### src/rtl/proj_fm_reader_if.sv
// Fragment stream from the FM read sequencer to the MinHash engine.
// The master drives valid/data/pos/last and the slave drives ready.
interface proj_fm_reader_if #(
  parameter int unsigned FRAG_LEN = 64,
  parameter int unsigned IDX_W    = 12
);
  logic                out_valid;
  logic                out_ready;
  logic [FRAG_LEN-1:0] out_frag;
  logic [IDX_W-1:0]    out_pos;
  logic                out_last;

  modport master (
    output out_valid,
    output out_frag,
    output out_pos,
    output out_last,
    input  out_ready
  );

  modport slave (
    input  out_valid,
    input  out_frag,
    input  out_pos,
    input  out_last,
    output out_ready
  );
endinterface

### src/rtl/proj_fm_reader.sv
// Read-side sequencer for the ping-pong fragment memory: it swaps buffers, sweeps every
// fragment start position, and registers the FM read data into a valid/ready stream.
module proj_fm_reader #(
  parameter int unsigned DATA_BITS         = 2,
  parameter int unsigned FRAG_LEN          = 64,
  parameter int unsigned BUF_ENTRIES       = 1024,
  parameter int unsigned SIGNED_INDICE_LEN = 12
) (
  input  logic                         in_clk,
  input  logic                         in_rst_n,
  input  logic                         fill_done,
  input  logic                         flush,
  input  logic [FRAG_LEN-1:0]          fm_rdata,
  output logic                         chg_idx,
  output logic [SIGNED_INDICE_LEN-1:0] frag_idx,
  output logic                         busy,
  proj_fm_reader_if.master             out_if
);

  localparam int FragSyms = int'(FRAG_LEN / DATA_BITS);
  // Negative start positions give fragments whose head is zero padding.
  localparam logic [SIGNED_INDICE_LEN-1:0] StartIdx = SIGNED_INDICE_LEN'(-(FragSyms - 1));
  localparam logic [SIGNED_INDICE_LEN-1:0] EndIdx   = SIGNED_INDICE_LEN'(BUF_ENTRIES - 1);

  typedef enum logic [2:0] {StIdle, StSwap, StSettle, StSweep, StDrain, StDone} state_e;

  state_e                         state_q;
  logic                           chg_q;
  logic [SIGNED_INDICE_LEN-1:0]   idx_q;
  logic                           valid_q;
  logic [FRAG_LEN-1:0]            frag_q;
  logic [SIGNED_INDICE_LEN-1:0]   pos_q;
  logic                           last_q;
  logic                           load;

  // Output register may take a new fragment when empty or being drained this cycle.
  assign load = !valid_q || out_if.out_ready;

  always_ff @(posedge in_clk or negedge in_rst_n) begin
    if (!in_rst_n) begin
      state_q <= StIdle;
      chg_q   <= 1'b0;
      idx_q   <= '0;
      valid_q <= 1'b0;
      frag_q  <= '0;
      pos_q   <= '0;
      last_q  <= 1'b0;
    end else begin
      chg_q <= 1'b0;
      if (flush) begin
        state_q <= StIdle;
        idx_q   <= '0;
        valid_q <= 1'b0;
        last_q  <= 1'b0;
      end else begin
        unique case (state_q)
          StIdle: begin
            if (fill_done) begin
              chg_q   <= 1'b1;
              state_q <= StSwap;
            end
          end
          StSwap: begin
            idx_q   <= StartIdx;
            state_q <= StSettle;
          end
          StSettle: state_q <= StSweep;
          StSweep: begin
            if (load) begin
              frag_q  <= fm_rdata;
              pos_q   <= idx_q;
              valid_q <= 1'b1;
              if (idx_q == EndIdx) begin
                last_q  <= 1'b1;
                state_q <= StDrain;
              end else begin
                idx_q <= idx_q + SIGNED_INDICE_LEN'(1);
              end
            end
          end
          StDrain: begin
            if (out_if.out_ready) begin
              valid_q <= 1'b0;
              last_q  <= 1'b0;
              state_q <= StDone;
            end
          end
          StDone: begin
            if (fill_done) begin
              chg_q   <= 1'b1;
              state_q <= StSwap;
            end else begin
              state_q <= StIdle;
            end
          end
          default: state_q <= StIdle;
        endcase
      end
    end
  end

  assign chg_idx          = chg_q;
  assign frag_idx         = idx_q;
  assign busy             = (state_q != StIdle);
  assign out_if.out_valid = valid_q;
  assign out_if.out_frag  = frag_q;
  assign out_if.out_pos   = pos_q;
  assign out_if.out_last  = last_q;

endmodule
### src/flat_wrapper.sv
// flat-port wrapper written by rule: the top's interface ports become plain ports
module proj_fm_reader_flat 
#(
  parameter int unsigned DATA_BITS         = 2,
  parameter int unsigned FRAG_LEN          = 64,
  parameter int unsigned BUF_ENTRIES       = 1024,
  parameter int unsigned SIGNED_INDICE_LEN = 12
)
  (in_clk, in_rst_n, fill_done, flush, fm_rdata, chg_idx, frag_idx, busy, out_if_out_valid, out_if_out_frag, out_if_out_pos, out_if_out_last, out_if_out_ready);
  proj_fm_reader_if #(.FRAG_LEN(FRAG_LEN)) out_if_i ();
  input  logic in_clk;
  input  logic in_rst_n;
  input  logic fill_done;
  input  logic flush;
  input  logic [FRAG_LEN-1:0] fm_rdata;
  output logic chg_idx;
  output logic [SIGNED_INDICE_LEN-1:0] frag_idx;
  output logic busy;
  output wire logic [$bits(out_if_i.out_valid)-1:0] out_if_out_valid;
  output wire logic [$bits(out_if_i.out_frag)-1:0] out_if_out_frag;
  output wire logic [$bits(out_if_i.out_pos)-1:0] out_if_out_pos;
  output wire logic [$bits(out_if_i.out_last)-1:0] out_if_out_last;
  input wire logic [$bits(out_if_i.out_ready)-1:0] out_if_out_ready;
  assign out_if_out_valid = out_if_i.out_valid;
  assign out_if_out_frag = out_if_i.out_frag;
  assign out_if_out_pos = out_if_i.out_pos;
  assign out_if_out_last = out_if_i.out_last;
  assign out_if_i.out_ready = out_if_out_ready;
  proj_fm_reader #(.DATA_BITS(DATA_BITS), .FRAG_LEN(FRAG_LEN), .BUF_ENTRIES(BUF_ENTRIES), .SIGNED_INDICE_LEN(SIGNED_INDICE_LEN)) u_core (.in_clk(in_clk), .in_rst_n(in_rst_n), .fill_done(fill_done), .flush(flush), .fm_rdata(fm_rdata), .chg_idx(chg_idx), .frag_idx(frag_idx), .busy(busy), .out_if(out_if_i));
endmodule
### config.mk
export PLATFORM = sky130hd
export DESIGN_NAME = proj_fm_reader_flat
export DESIGN_NICKNAME = d
export VERILOG_FILES = /design/src/rtl/proj_fm_reader_if.sv /design/src/rtl/proj_fm_reader.sv /design/src/flat_wrapper.sv
export SDC_FILE = /design/constraint.sdc
export NUM_CORES = 1
export LEC_CHECK = 0
export CORE_MARGIN = 4
export CORE_UTILIZATION = 35
export CTS_BUF_LIST = sky130_fd_sc_hd__clkbuf_4
export DETAILED_ROUTE_END_ITERATION = 7
export PLACE_DENSITY = 0.72
export SLEW_MARGIN = 15
export SYNTH_ARGS = -nofsm -noshare
export SYNTH_HDL_FRONTEND = slang
export SYNTH_SLANG_ARGS = --single-unit
### constraint.sdc
create_clock -name in_clk -period 2.2 [get_ports in_clk]
set_input_delay 0.44 -clock in_clk [delete_from_list [all_inputs] [get_ports in_clk]]
set_output_delay 0.44 -clock in_clk [all_outputs]
set_load 0.02 [all_outputs]
==> out/metrics.sh <==
WORSTPATHMAXFANOUT=9
FINALHOLDVIOLATIONS=0
WORST_SKEW_PAIR.LATE_LATENCY_NS=0.45
PERIOD_SHARE_PCT=96.0
VDD_IR_DROP_MAX_mV=0.416
VIA_PER_INST=4.96
CRITPATHREQUIREDTIME_NS=1.76
PLACEMENTROWS=39
CTS-HTREE-LEVELS=3
SETUP_VIOLATIONS=0
TIMING_WORST_SLEW_PIN_VALUE_NS=0.429
GRT_SETUP_UNREPAIRED='false'
DR.PASS1.ITERS=4
REGTOREGSETUPSLACK_NS=0.26
YOSYSWARNINGCOUNT=0
ANT_DIODES=0
HOLD_SLACK_NS=0.457
TIMING.RR.END='u_core.frag_idx[2]'
FINAL_ANTENNA_NET_COUNT=0
MAXCAPVIOLATIONS=0
HOLD_PATH_CLASS='input pin to async pin'
DRIVE_GT1_SHARE_PCT=26.3
IOS=161
SLOWEST_STAGE='sky130_fd_sc_hd__clkdlybuf4s50_1'
WORST-SETUP-PATH-TYPE='flop to output port'
POST-SYNTH-TOP-AREA-FRACTION_PCT=55.7
DIE-WIDTH_UM=118
CP_TOP_FAMILY='buffers and inverters'
ASYNC_FLOP_SHARE_PCT=100
ANTENNA_FOUND_INITIAL=0
CRITICAL_PATH_S_LARGEST_STAGE_DELAY_NS=0.67
SUM_OF_NEGATIVE_SETUP_SLACK_NS=0
FINAL_REPORT_MAX_SLEW_VIOLATION_COUNT=0
PLACEMENT.IO_BUFFERS=160
LAYOUT-AREA-OVERHEAD-VS-SYNTH_PCT=46.7
SYNTH_CELL_TYPES=51
CORE_AREA_SQ_UM=11600
GLOBAL_ROUTE.USAGE.TOTAL_PCT=15.2
GRT_FIRST_PASS_WIRELENGTH_UM=17000
CLOCKROOTBUFFER='sky130_fd_sc_hd__clkbuf_4'
GP_ROUTABILITY_CONGESTION=0.841
OUTCOME='completed'
ENDPOINT_KIND_OF_THE_WORST_SETUP_TIMING_PATH='output port'
VIA_COUNT=3024
BUFFER_COUNT_FROM_POST_CTS_SETUP_FIXING=0
SYNTH.YOSYS.SEQ_AREA_SHARE_PCT=55.7
RELSLEWSLACK_PCT=71.4
ROUTE.DETAILED.WL_PER_INST_UM=17.2
POWER_PER_CELL_AREA_nW_PER_UM2=1190
POSTSYNTHNETCOUNT=363
GRT_MAX_DEGREE=52
FIRST_GLOBAL_VIAS=3140
SYNTH-MAIN-FF-CELL='sky130_fd_sc_hd__dfrtp_1'
DIE_BOUNDARY_HEIGHT_UM=118
POWER.LEAKAGE_nW=2.82
GRT_OVERFLOW=0
POST-ROUTE-DRC-COUNT=0
CTS.SINKS=94
POSTSYNTHREGISTERBITS=94
SYNTHDOMINANTAREACELLTYPE='sky130_fd_sc_hd__dfrtp_1'
CRITPATHBUFINV=1
FILLCELL_TOTAL=992
TIMING.CRITICAL_PATH.CELLS='clkdlybuf4s50_1'
FINAL_NETS=532
SYNTH_AREA_PER_CELL_SQ_UM=14.4
SYN-INSTANCE-COUNT=293
TRITONCTS='done'
DETAILEDROUTE.FIRSTITERATIONVIOLATIONS=140
REG_TO_REG_STARTPOINT='u_core.frag_idx[1]'
CLOCK_PATH_BUFFERS=2
TRITONCTS.NUM_BUFFERS=9
MAPPEDNETLISTAREA_SQ_UM=4220
PERIOD_MINUS_SLACK_NS=2.11
SKEW_NS=0.0151
SETUP.WORST_PATH.START_CLASS='flop'
CELLS_ON_WORST_REG2REG_PATH=6
DETAIL_ROUTE.WIRELENGTH_UM=10500
SYNTH_AREA_LEADERS='sky130_fd_sc_hd__dfrtp_1, sky130_fd_sc_hd__mux2_4, sky130_fd_sc_hd__mux2_2'
MAXCLOCKFREQUENCY_GHz=0.473
PATH_CLK_SLEW_NS=0.14
DIEAREA_SQ_UM=13900
TIMING.CRITICAL_PATH.ARRIVAL_NS=1.67
DETAILEDPLACEMENTHPWL_UM=7880
INITIAL_UTIL_PCT=36.4
SYNTH_EDF_COUNT=0
[cells in the final DEF, fill, tap and decap left out, types with 2 or more instances in the layout]
master,n
sky130_fd_sc_hd__and3_1,3
sky130_fd_sc_hd__o31ai_1,5
sky130_fd_sc_hd__nor3b_1,2
sky130_fd_sc_hd__dfrtp_1,91
sky130_fd_sc_hd__a21o_1,2
sky130_fd_sc_hd__dfrtp_2,3
sky130_fd_sc_hd__nand2_1,9
sky130_fd_sc_hd__nor3_1,11
sky130_fd_sc_hd__a21oi_1,8
sky130_fd_sc_hd__clkdlybuf4s50_1,158
sky130_fd_sc_hd__nor2_1,10
sky130_fd_sc_hd__nand4_1,3
sky130_fd_sc_hd__mux2_4,40
sky130_fd_sc_hd__nand3b_1,3
sky130_fd_sc_hd__a31oi_1,3
sky130_fd_sc_hd__mux2_2,37
sky130_fd_sc_hd__buf_4,14
sky130_fd_sc_hd__clkinv_2,2
sky130_fd_sc_hd__clkbuf_4,10
sky130_fd_sc_hd__a211oi_1,2
sky130_fd_sc_hd__o22a_1,6
sky130_fd_sc_hd__a41oi_1,4
sky130_fd_sc_hd__nand3_1,2
sky130_fd_sc_hd__buf_12,4
sky130_fd_sc_hd__o21ai_0,2
[power breakdown]
group	internal (W)	switching [W]
logic	0.00202	0.00162
registers	0.00237	0.000399
clock network	0.000356	0.000572
[routing by layer]
metal  global-route usage, %  part of all wire [%]  up-vias
li1                        -                     -     1414
met1                    18.8                    43     1472
met2                    24.7                    48      122
met3                    4.28                   6.5       16
met4                    7.11                   2.2        0
met5                       0                     0        -
[cell families (layout without fill, tap and decap cells)]
kind of cell    count (synthesis)  in the layout  synth area share (%)
flops                          94             94                  55.7
mux                            77             77                  24.1
simple gates                   57             57                  8.74
compound gates                 42             42                  7.56
buf+inv                        21            195                  3.41
fa+ha+maj                       1              1                 0.296
xor+xnor                        1              1                 0.207
[what timing repair did]
item	in CTS	in global routing
setup endpoints to repair	1	2
hold endpoints to repair	30	0
hold buffers	1	0
resized for setup	2	2
[cells in the mapped netlist, types with 2 or more instances]
cell and n:
sky130_fd_sc_hd__dfrtp_1 94, sky130_fd_sc_hd__mux2_4 40, sky130_fd_sc_hd__mux2_2 37, sky130_fd_sc_hd__nor3_1 11
sky130_fd_sc_hd__nor2_1 10, sky130_fd_sc_hd__nand2_1 9, sky130_fd_sc_hd__a21oi_1 8, sky130_fd_sc_hd__buf_2 7
sky130_fd_sc_hd__buf_6 7, sky130_fd_sc_hd__o22a_1 6, sky130_fd_sc_hd__o31ai_1 5, sky130_fd_sc_hd__a41oi_1 4
sky130_fd_sc_hd__a31oi_1 3, sky130_fd_sc_hd__and3_1 3, sky130_fd_sc_hd__clkbuf_1 3, sky130_fd_sc_hd__nand3b_1 3
sky130_fd_sc_hd__nand4_1 3, sky130_fd_sc_hd__a211oi_1 2, sky130_fd_sc_hd__a21o_1 2, sky130_fd_sc_hd__buf_1 2
sky130_fd_sc_hd__nand3_1 2, sky130_fd_sc_hd__nor3b_1 2, sky130_fd_sc_hd__o21ai_0 2
[sequential cells by signal, summed over array words and instances, names as in the netlist]
signal,count
u_core.out_if.out_frag,64
u_core.frag_idx,12
u_core.out_if.out_pos,12
u_core.state_q,3
u_core.chg_idx,1
u_core.out_if.out_last,1
u_core.out_if.out_valid,1
[worst max path at each step]
| stage | slack (ns) | cells after the start | start | end |
|---|---|---|---|---|
| after floorplan | 0.37 | 6 | u_core.frag_idx[0] | u_core.frag_idx[8] |
| after global placement | 0.14 | 6 | flush | u_core.frag_idx[2] |
| after detailed placement | 0.07 | 6 | flush | u_core.frag_idx[2] |
| after CTS | 0.02 | 1 | u_core.frag_idx[2] | frag_idx[2] |
| after global routing | 0.01 | 1 | u_core.frag_idx[8] | frag_idx[8] |
| final | 0.09 | 1 | u_core.frag_idx[8] | frag_idx[8] |
[area by class of cell]
class                   instances  area [sq um]  share of cell area [%]
inverters                       1          3.75                  0.0606
multi-input cells             178          1730                    28.0
clock buffers                  10          75.1                    1.21
clock inverters                 6          60.1                   0.970
flip-flops and latches         94          2360                    38.0
well taps                     143           179                    2.89
repair buffers                178          1790                    28.8
[through the flow]
stage | util [%] | total power (W) | setup slack [ns] | std cells | cell area [sq um]
floorplan | - | 0.00470 | 0.366 | 293 | 4220
global placement | 52.1 | 0.00641 | 0.139 | 593 | 6050
detailed placement | 52.1 | 0.00649 | 0.0723 | 593 | 6050
CTS | 53.3 | 0.00745 | 0.0203 | 610 | 6190
global route | 53.3 | 0.00775 | 0.0105 | 610 | 6190
finish | 53.3 | 0.00734 | 0.0871 | 610 | 6190
No activity file was read; power rests on OpenSTA's default activity.
